===== src/rtl/alu_exec.sv =====
// Multi-cycle integer execute unit: single-cycle logic/arithmetic ops and an
// iterative 1-bit-per-cycle shifter behind a start/busy/done handshake.
module alu_exec (
    input  logic        clk,
    input  logic        rst_n,
    input  logic        start,
    input  logic [3:0]  outsel,
    input  logic [31:0] opa,
    input  logic [31:0] opb,
    output logic        busy,
    output logic        done,
    output logic [31:0] result,
    output logic        eq,
    output logic        lt,
    output logic        illegal
);

    typedef enum logic [1:0] {IDLE, SHIFT, FIN} state_t;

    state_t      state;
    logic [31:0] shreg;
    logic [4:0]  cnt;
    logic [1:0]  shsel;
    logic        eq_q;
    logic        is_sh;
    logic [33:0] fn;

    // Returns {illegal, lt, result}; shift codes yield opa (the shamt=0 case).
    function automatic logic [33:0] alu_fn(input logic [3:0] sel,
                                           input logic [31:0] a,
                                           input logic [31:0] b);
        logic signed [31:0] sa;
        logic signed [31:0] sb;
        logic [31:0]        r;
        logic               l;
        logic               ill;
        sa  = a;
        sb  = b;
        r   = '0;
        l   = 1'b0;
        ill = 1'b0;
        case (sel)
            4'b0000: r = a & b;
            4'b0001: r = a | b;
            4'b0010: r = a + b;
            4'b0110: r = a - b;
            4'b0111: begin l = (sa < sb); r = {31'b0, l}; end
            4'b1000: begin l = (a < b);   r = {31'b0, l}; end
            4'b1001, 4'b1010, 4'b1011: r = a;
            4'b1100: r = a ^ b;
            default: ill = 1'b1;
        endcase
        return {ill, l, r};
    endfunction

    // sel is outsel[1:0]: 01 SLL, 10 SRL, 11 SRA.
    function automatic logic [31:0] shift1(input logic [1:0] sel,
                                           input logic [31:0] v);
        logic [31:0] r;
        case (sel)
            2'b01:   r = {v[30:0], 1'b0};
            2'b10:   r = {1'b0, v[31:1]};
            default: r = {v[31], v[31:1]};
        endcase
        return r;
    endfunction

    assign is_sh = (outsel == 4'b1001) || (outsel == 4'b1010) || (outsel == 4'b1011);
    assign fn    = alu_fn(outsel, opa, opb);

    always_ff @(posedge clk) begin
        if (!rst_n) begin
            state   <= IDLE;
            busy    <= 1'b0;
            done    <= 1'b0;
            result  <= '0;
            eq      <= 1'b0;
            lt      <= 1'b0;
            illegal <= 1'b0;
            cnt     <= '0;
            shreg   <= '0;
            shsel   <= '0;
            eq_q    <= 1'b0;
        end else begin
            case (state)
                SHIFT: begin
                    shreg <= shift1(shsel, shreg);
                    cnt   <= cnt - 5'd1;
                    if (cnt == 5'd1) begin
                        result  <= shift1(shsel, shreg);
                        eq      <= eq_q;
                        lt      <= 1'b0;
                        illegal <= 1'b0;
                        busy    <= 1'b0;
                        done    <= 1'b1;
                        state   <= FIN;
                    end
                end
                // IDLE and FIN both accept; FIN acceptance gives back-to-back issue.
                default: begin
                    if (start) begin
                        if (is_sh && (opb[4:0] != 5'd0)) begin
                            shreg <= opa;
                            cnt   <= opb[4:0];
                            shsel <= outsel[1:0];
                            eq_q  <= (opa == opb);
                            busy  <= 1'b1;
                            done  <= 1'b0;
                            state <= SHIFT;
                        end else begin
                            result  <= fn[31:0];
                            lt      <= fn[32];
                            illegal <= fn[33];
                            eq      <= (opa == opb);
                            done    <= 1'b1;
                            state   <= FIN;
                        end
                    end else begin
                        done  <= 1'b0;
                        state <= IDLE;
                    end
                end
            endcase
        end
    end

endmodule


===== config.mk =====
export PLATFORM = sky130hd
export DESIGN_NAME = alu_exec
export DESIGN_NICKNAME = d
export VERILOG_FILES = /design/src/rtl/alu_exec.sv
export SDC_FILE = /design/constraint.sdc
export NUM_CORES = 1
export LEC_CHECK = 0
export ABC_AREA = 1
export ABC_CLOCK_PERIOD_IN_PS = 1900
export CAP_MARGIN = 15
export CORE_ASPECT_RATIO = 1.2
export CORE_MARGIN = 3
export CORE_UTILIZATION = 35
export CTS_CLUSTER_DIAMETER = 60
export DETAILED_ROUTE_END_ITERATION = 12
export PLACE_DENSITY = 0.57
export SLEW_MARGIN = 40
export SYNTH_ARGS = -nofsm -noshare
export SYNTH_HDL_FRONTEND = slang
export SYNTH_SLANG_ARGS = --single-unit

===== constraint.sdc =====
create_clock -name clk -period 1.9 [get_ports clk]
set_input_delay 0.285 -clock clk [delete_from_list [all_inputs] [get_ports clk]]
set_output_delay 0.285 -clock clk [all_outputs]
set_load 0.03 [all_outputs]

-- After elaboration in Yosys (flattened, before gate mapping)
Index checks and enable logic that the tools add are counted.
Widths: inputs -> output; s select.
- output and inout port bits: 37
- bits of input ports: 71
- register bits: 79
- word-level logic and storage cells: 85
- reductions and logical operators: 13
- order comparisons: 2
- add/subtract/negate cells: 3
- bitwise operators: 4
- mux-type cells: 36
- equal/unequal tests: 16
- operators by type and width (kind ; number):
    $pmux 32 s8 ; 1
    $mux 32 ; 7
    $lt 32x32->1 ; 2
    $pmux 32 s2 ; 1
    $add 32x32->32 ; 1
    $and 32x32->32 ; 1
    $eq 32x32->1 ; 1
    $or 32x32->32 ; 1
    $sub 32x32->32 ; 1
    $xor 32x32->32 ; 1
    $eq 4x4->1 const B ; 5
    $mux 1 ; 19
    $mux 5 ; 3
    $reduce_or 10->1 ; 1
    $reduce_and 3->1 ; 3
    $eq 4x3->1 const B ; 2
    $mux 2 ; 4
    $eq 5x1->1 const B ; 1
    $reduce_bool 5->1 ; 1
    $sub 5x1->5 const B ; 1
    $eq 2x1->1 const B ; 2
    $eq 4x1->1 const B ; 1
    $eq 4x2->1 const B ; 1
    $logic_not 4->1 ; 1
    other kinds (10) ; 12

-- Depth between registers and ports, before layout
- depth in word-level cells: 7
- depth in mapped cells: 17
- mapped depth without buffers: 16

-- Worst setup path after synthesis
Ideal clock, no wire load.
- kind: input -> register
- start point: input port opa[0]
- end point: register result[20]
- path slack: 13 ps
- buffers on the path: 0
- data arrival time: 1766 ps
- required time: 1778 ps
- cell stages on the path: 15
- library setup time: 122 ps
- cell sequence: ha_1 inv_1 fa_1 inv_1 nand3_1 nand3_1 nand3_1 nand3_1 nand3_1 nand2_1 nand2_1 nand3_1 nand3_1 nand2_1 a21oi_2
- longest elaborated chain between the ends: 5
- elaborated cells on any way between the ends: 6
- classes of those cells: add/sub (2); mux (4)
- ends and longest elaborated chain (element ; line ; source):
    from (decl) ; 8 ; input logic [31:0] opa,
    $sub 32x32->32 or $add 32x32->32 (tied branches) ; 46, 45 ;
    $pmux 32 s8 * ; 42 ; case (sel)
    $mux 32 * ; 102 ; if (is_sh && (opb[4:0] != 5'd0)) begin
    $mux 32 * ; 101 ; if (start) begin
    $mux 32 * ; 85 ; case (state)
    to (signal assigned) ; 90 ; result <= shift1(shsel, shreg);
    to (signal assigned) ; 111 ; result <= fn[31:0];
    to (decl) ; 12 ; output logic [31:0] result,
Mark *: on every way between the ends. The rest lies on a longest branch, timed or not. The select of a mux whose other input is x is not followed.
A chain may end at the register's enable or synchronous reset.

-- Worst setup path after layout
- start point: input port opa[26]
- end point: register result[28]
The elaborated chain is that of the path after synthesis.

==> flow_summary.yaml <==
synth:
  yosysMostFrequentCell: "nand2_1"
  async_flop_share: 0
  synthFlopType: "dfxtp_1"
  synthMuxAreaShare: 0
  avgSynthCellArea_sq_um: 5.59
  yosys-top-cells-count: "nand2_1 (573), inv_1 (313), a21oi_1 (147)"
  netlist_area_sq_um: 10100
  synth_area_leaders: "nand2_1 (21%), dfxtp_1 (15%), ha_1 (14%)"
  yosys_warnings: 0
  ys_ff_latch: 78
  synth_largest_area_cell: "nand2_1"
  synth.distinct_cells: 43
  synth_xor_area_frac: 0.00173
  synth_enable_flop_cells: 0
  synthAdderAreaFrac: 0.142
  syn-num-nets: 1998
  syn_inst: 1813
  synth-seq-area-share: 0.154
  yosysTopAreaCellShare: 0.212
  synth-compound-area-share: 0.185
  synth_top_family_by_area: "simple AND/OR/NAND/NOR gates"
  synthSimpleGateAreaFrac: 0.363
cells_and_area:
  stdcell_area_sq_um: 16400
  drive_above_1_share: 0.390
  diodes: 0
  fillers: 2859
  area_growth_pct: 61.8
  nets: 2433
  stdcell_count: 2632
  fin_util: 0.581
power:
  ir_drop_mv: 0.438
  p_per_area_nw_per_um2: 484
  p_leak_nw: 8.09
clock_tree:
  htree_num_levels: 3
  clock_latency_ns: 0.36
  cts-root-buf: "clkbuf_16"
  cts_hold_buf: 0
  clk_pin_slew_ns: 0.06
  clkSinkCount: 78
  clk_path_buf_depth: 2
  cts_tree: "built"
  cts_buffers: 9
worst_setup_path:
  cp_max_fo: 5
  cp_num_buf_inv: 3
  arrival_ns: 2.12
  required_ns: 2.19
  reg2regPathDepth: 10
  crit_chain: "dlygate4sd2_1 -> inv_2 -> ha_4 -> buf_4 -> nor2_4 -> nand2_2 -> nor2_2 -> and3_4 -> nand2_4 -> nand4_1 -> nand3_2 -> nand3_2 -> nand2_2 -> a21oi_2"
  reg2reg_from: "shsel[0]"
  regToRegSetupSlack_ns: 0.14
  worstSetupStartpointType: "input port"
  crit_path_end_kind: "register"
  cp_slowest_cell: "dlygate4sd2_1"
  crit_family: "simple AND/OR/NAND/NOR gates"
  r2r_end: "result[25]"
  critical_path_class: "in -> reg"
  max_stage_delay_ns: 0.25
detailed_routing:
  drt-total-wl_mm: 48.4
  vias: 13600
  detail_route.wl_per_cell_microns: 18.4
  firstDrtPassIters: 7
  vias_per_cell: 5.17
  ant_nets: 0
  first_iter_violations: 1006
  drc: 0
global_route:
  grt_overflow: 0
  antenna_found_initial: 0
  grt_usage: 0.303
  grt_max_degree: 41
  grt_pass1_wl_mm: 73.3
  grt_pass1_vias: 13100
die:
  die_w_microns: 161
  fp-row-count: 67
  core_sq_um: 28300
  die_h_microns: 192
  die_area_sq_um: 31100
  ios: 108
  start_util: 0.359
timing:
  fin_crit_ns: 1.82
  worst_pin_slew_ns: 0.464
  relSlewSlack: 0.691
  hold_violations: 0
  drv_slew: 0
  fmax_mhz: 548
  setup_viol: 0
  fin_crit_sh: 0.960
  rsz0062_at_grt: "true"
  fin_skew_ns: 0.0128
placed_design:
  port_buffers: 107
  hpwl_mm: 38.3
  globalplace.congestion: 1.01
  dp_cells: 2585
  postPlaceCellArea_sq_um: 14200
hold_path:
  min_from: "opa[7]"
  hold_path.class: "in -> reg"
  hold_end: "shreg[7]"
  min_path_cells: 4
flow_run:
  cap_violations: 0
run_status:
  outcome: "complete, no violations"
[worst reg2reg max path, stage by stage (launching register included)]
cell and delay, ns:
dfxtp_1 0.34, inv_1 0.06, ha_1 0.31, inv_1 0.06, nand2_1 0.08, clkinv_1 0.10, buf_12 0.18, nand2_1 0.07
a21oi_1 0.08, nor2_2 0.25, a21oi_1 0.12
[layer usage]
layer,GRT usage,share of wire,vias up
met5,0,0,-
met4,0.102,0.033,0
met3,0.0275,0.070,98
met2,0.508,0.46,510
met1,0.410,0.44,6354
li1,-,-,6644
[timing repair]
item | in CTS | in global routing
gates resized for setup | 441 | 288
buffers inserted | 16 | 16
setup endpoints to repair | 38 | 44
pin swaps | 96 | 101
[sequential cells by signal (all words and copies together) (netlist names)]
signal,flops
busy,1
eq,1
lt,1
state,2
illegal,1
eq_q,1
shsel,2
result,32
shreg,32
cnt,5
[stage by stage]
stage	hold WS [ns]	setup WS [ns]	TNS [ns]	power, mW
after detailed placement	0.446	-1.04	-43.29	5.25
after global placement	0.438	-1.04	-43.07	5.24
after floorplan	0.429	0.0126	0	3.48
final	0.349	0.0754	0	7.94
after global routing	0.370	-0.0309	-0.153	8.35
after CTS	0.439	0.00101	0	7.62
[cells by family (layout without fill, tap and decap cells)]
| family | count (synthesis) | after routing |
|---|---|---|
| AO/OA/AOI/OAI | 330 | 330 |
| XOR/XNOR | 2 | 2 |
| adder cells (fa/ha/maj) | 114 | 114 |
| buffers and inverters | 393 | 833 |
| flip-flops | 78 | 78 |
| AND/OR/NAND/NOR | 896 | 896 |
[power by group]
group          switching, mW  total [mW]  internal (mW)
Combinational           2.44        4.23           1.79
Sequential            0.0714        1.81           1.74
Clock                  0.778        1.91           1.13
[final cells by class]
cell class / instances / area, sq um / area share
multi-input cells: 1342 / 8740 / 0.533
repair buffers: 492 / 4080 / 0.248
flip-flops and latches: 78 / 1560 / 0.0952
inverters: 325 / 1240 / 0.0754
well taps: 379 / 474 / 0.0289
clock buffers: 12 / 267 / 0.0162
clock inverters: 4 / 52.6 / 0.00320
[worst max path at each step]
| stage | start | endpoint | slack (ns) | cells after the start |
|---|---|---|---|---|
| after global placement | opa[21] | eq | -1.04 | 12 |
| after detailed placement | opa[23] | eq | -1.04 | 12 |
| after CTS | opa[29] | result[30] | 0.001 | 13 |
| after global routing | opa[5] | result[10] | -0.03 | 16 |
| after floorplan | opa[0] | result[20] | 0.01 | 15 |
| final | opa[26] | result[28] | 0.08 | 14 |
[layout by cell type (no fill, tap or decap), types with 39 or more instances in the layout]
cell             count
a21oi_1            108
buf_4              336
clkbuf_2            43
clkdlybuf4s50_1     39
dfxtp_1             78
ha_1                71
inv_1              224
inv_2               94
nand2_1            469
nand2_2             93
nand3_1             85
nor2_1              84
o21ai_0             58
No activity file was read; power rests on OpenSTA's default activity.
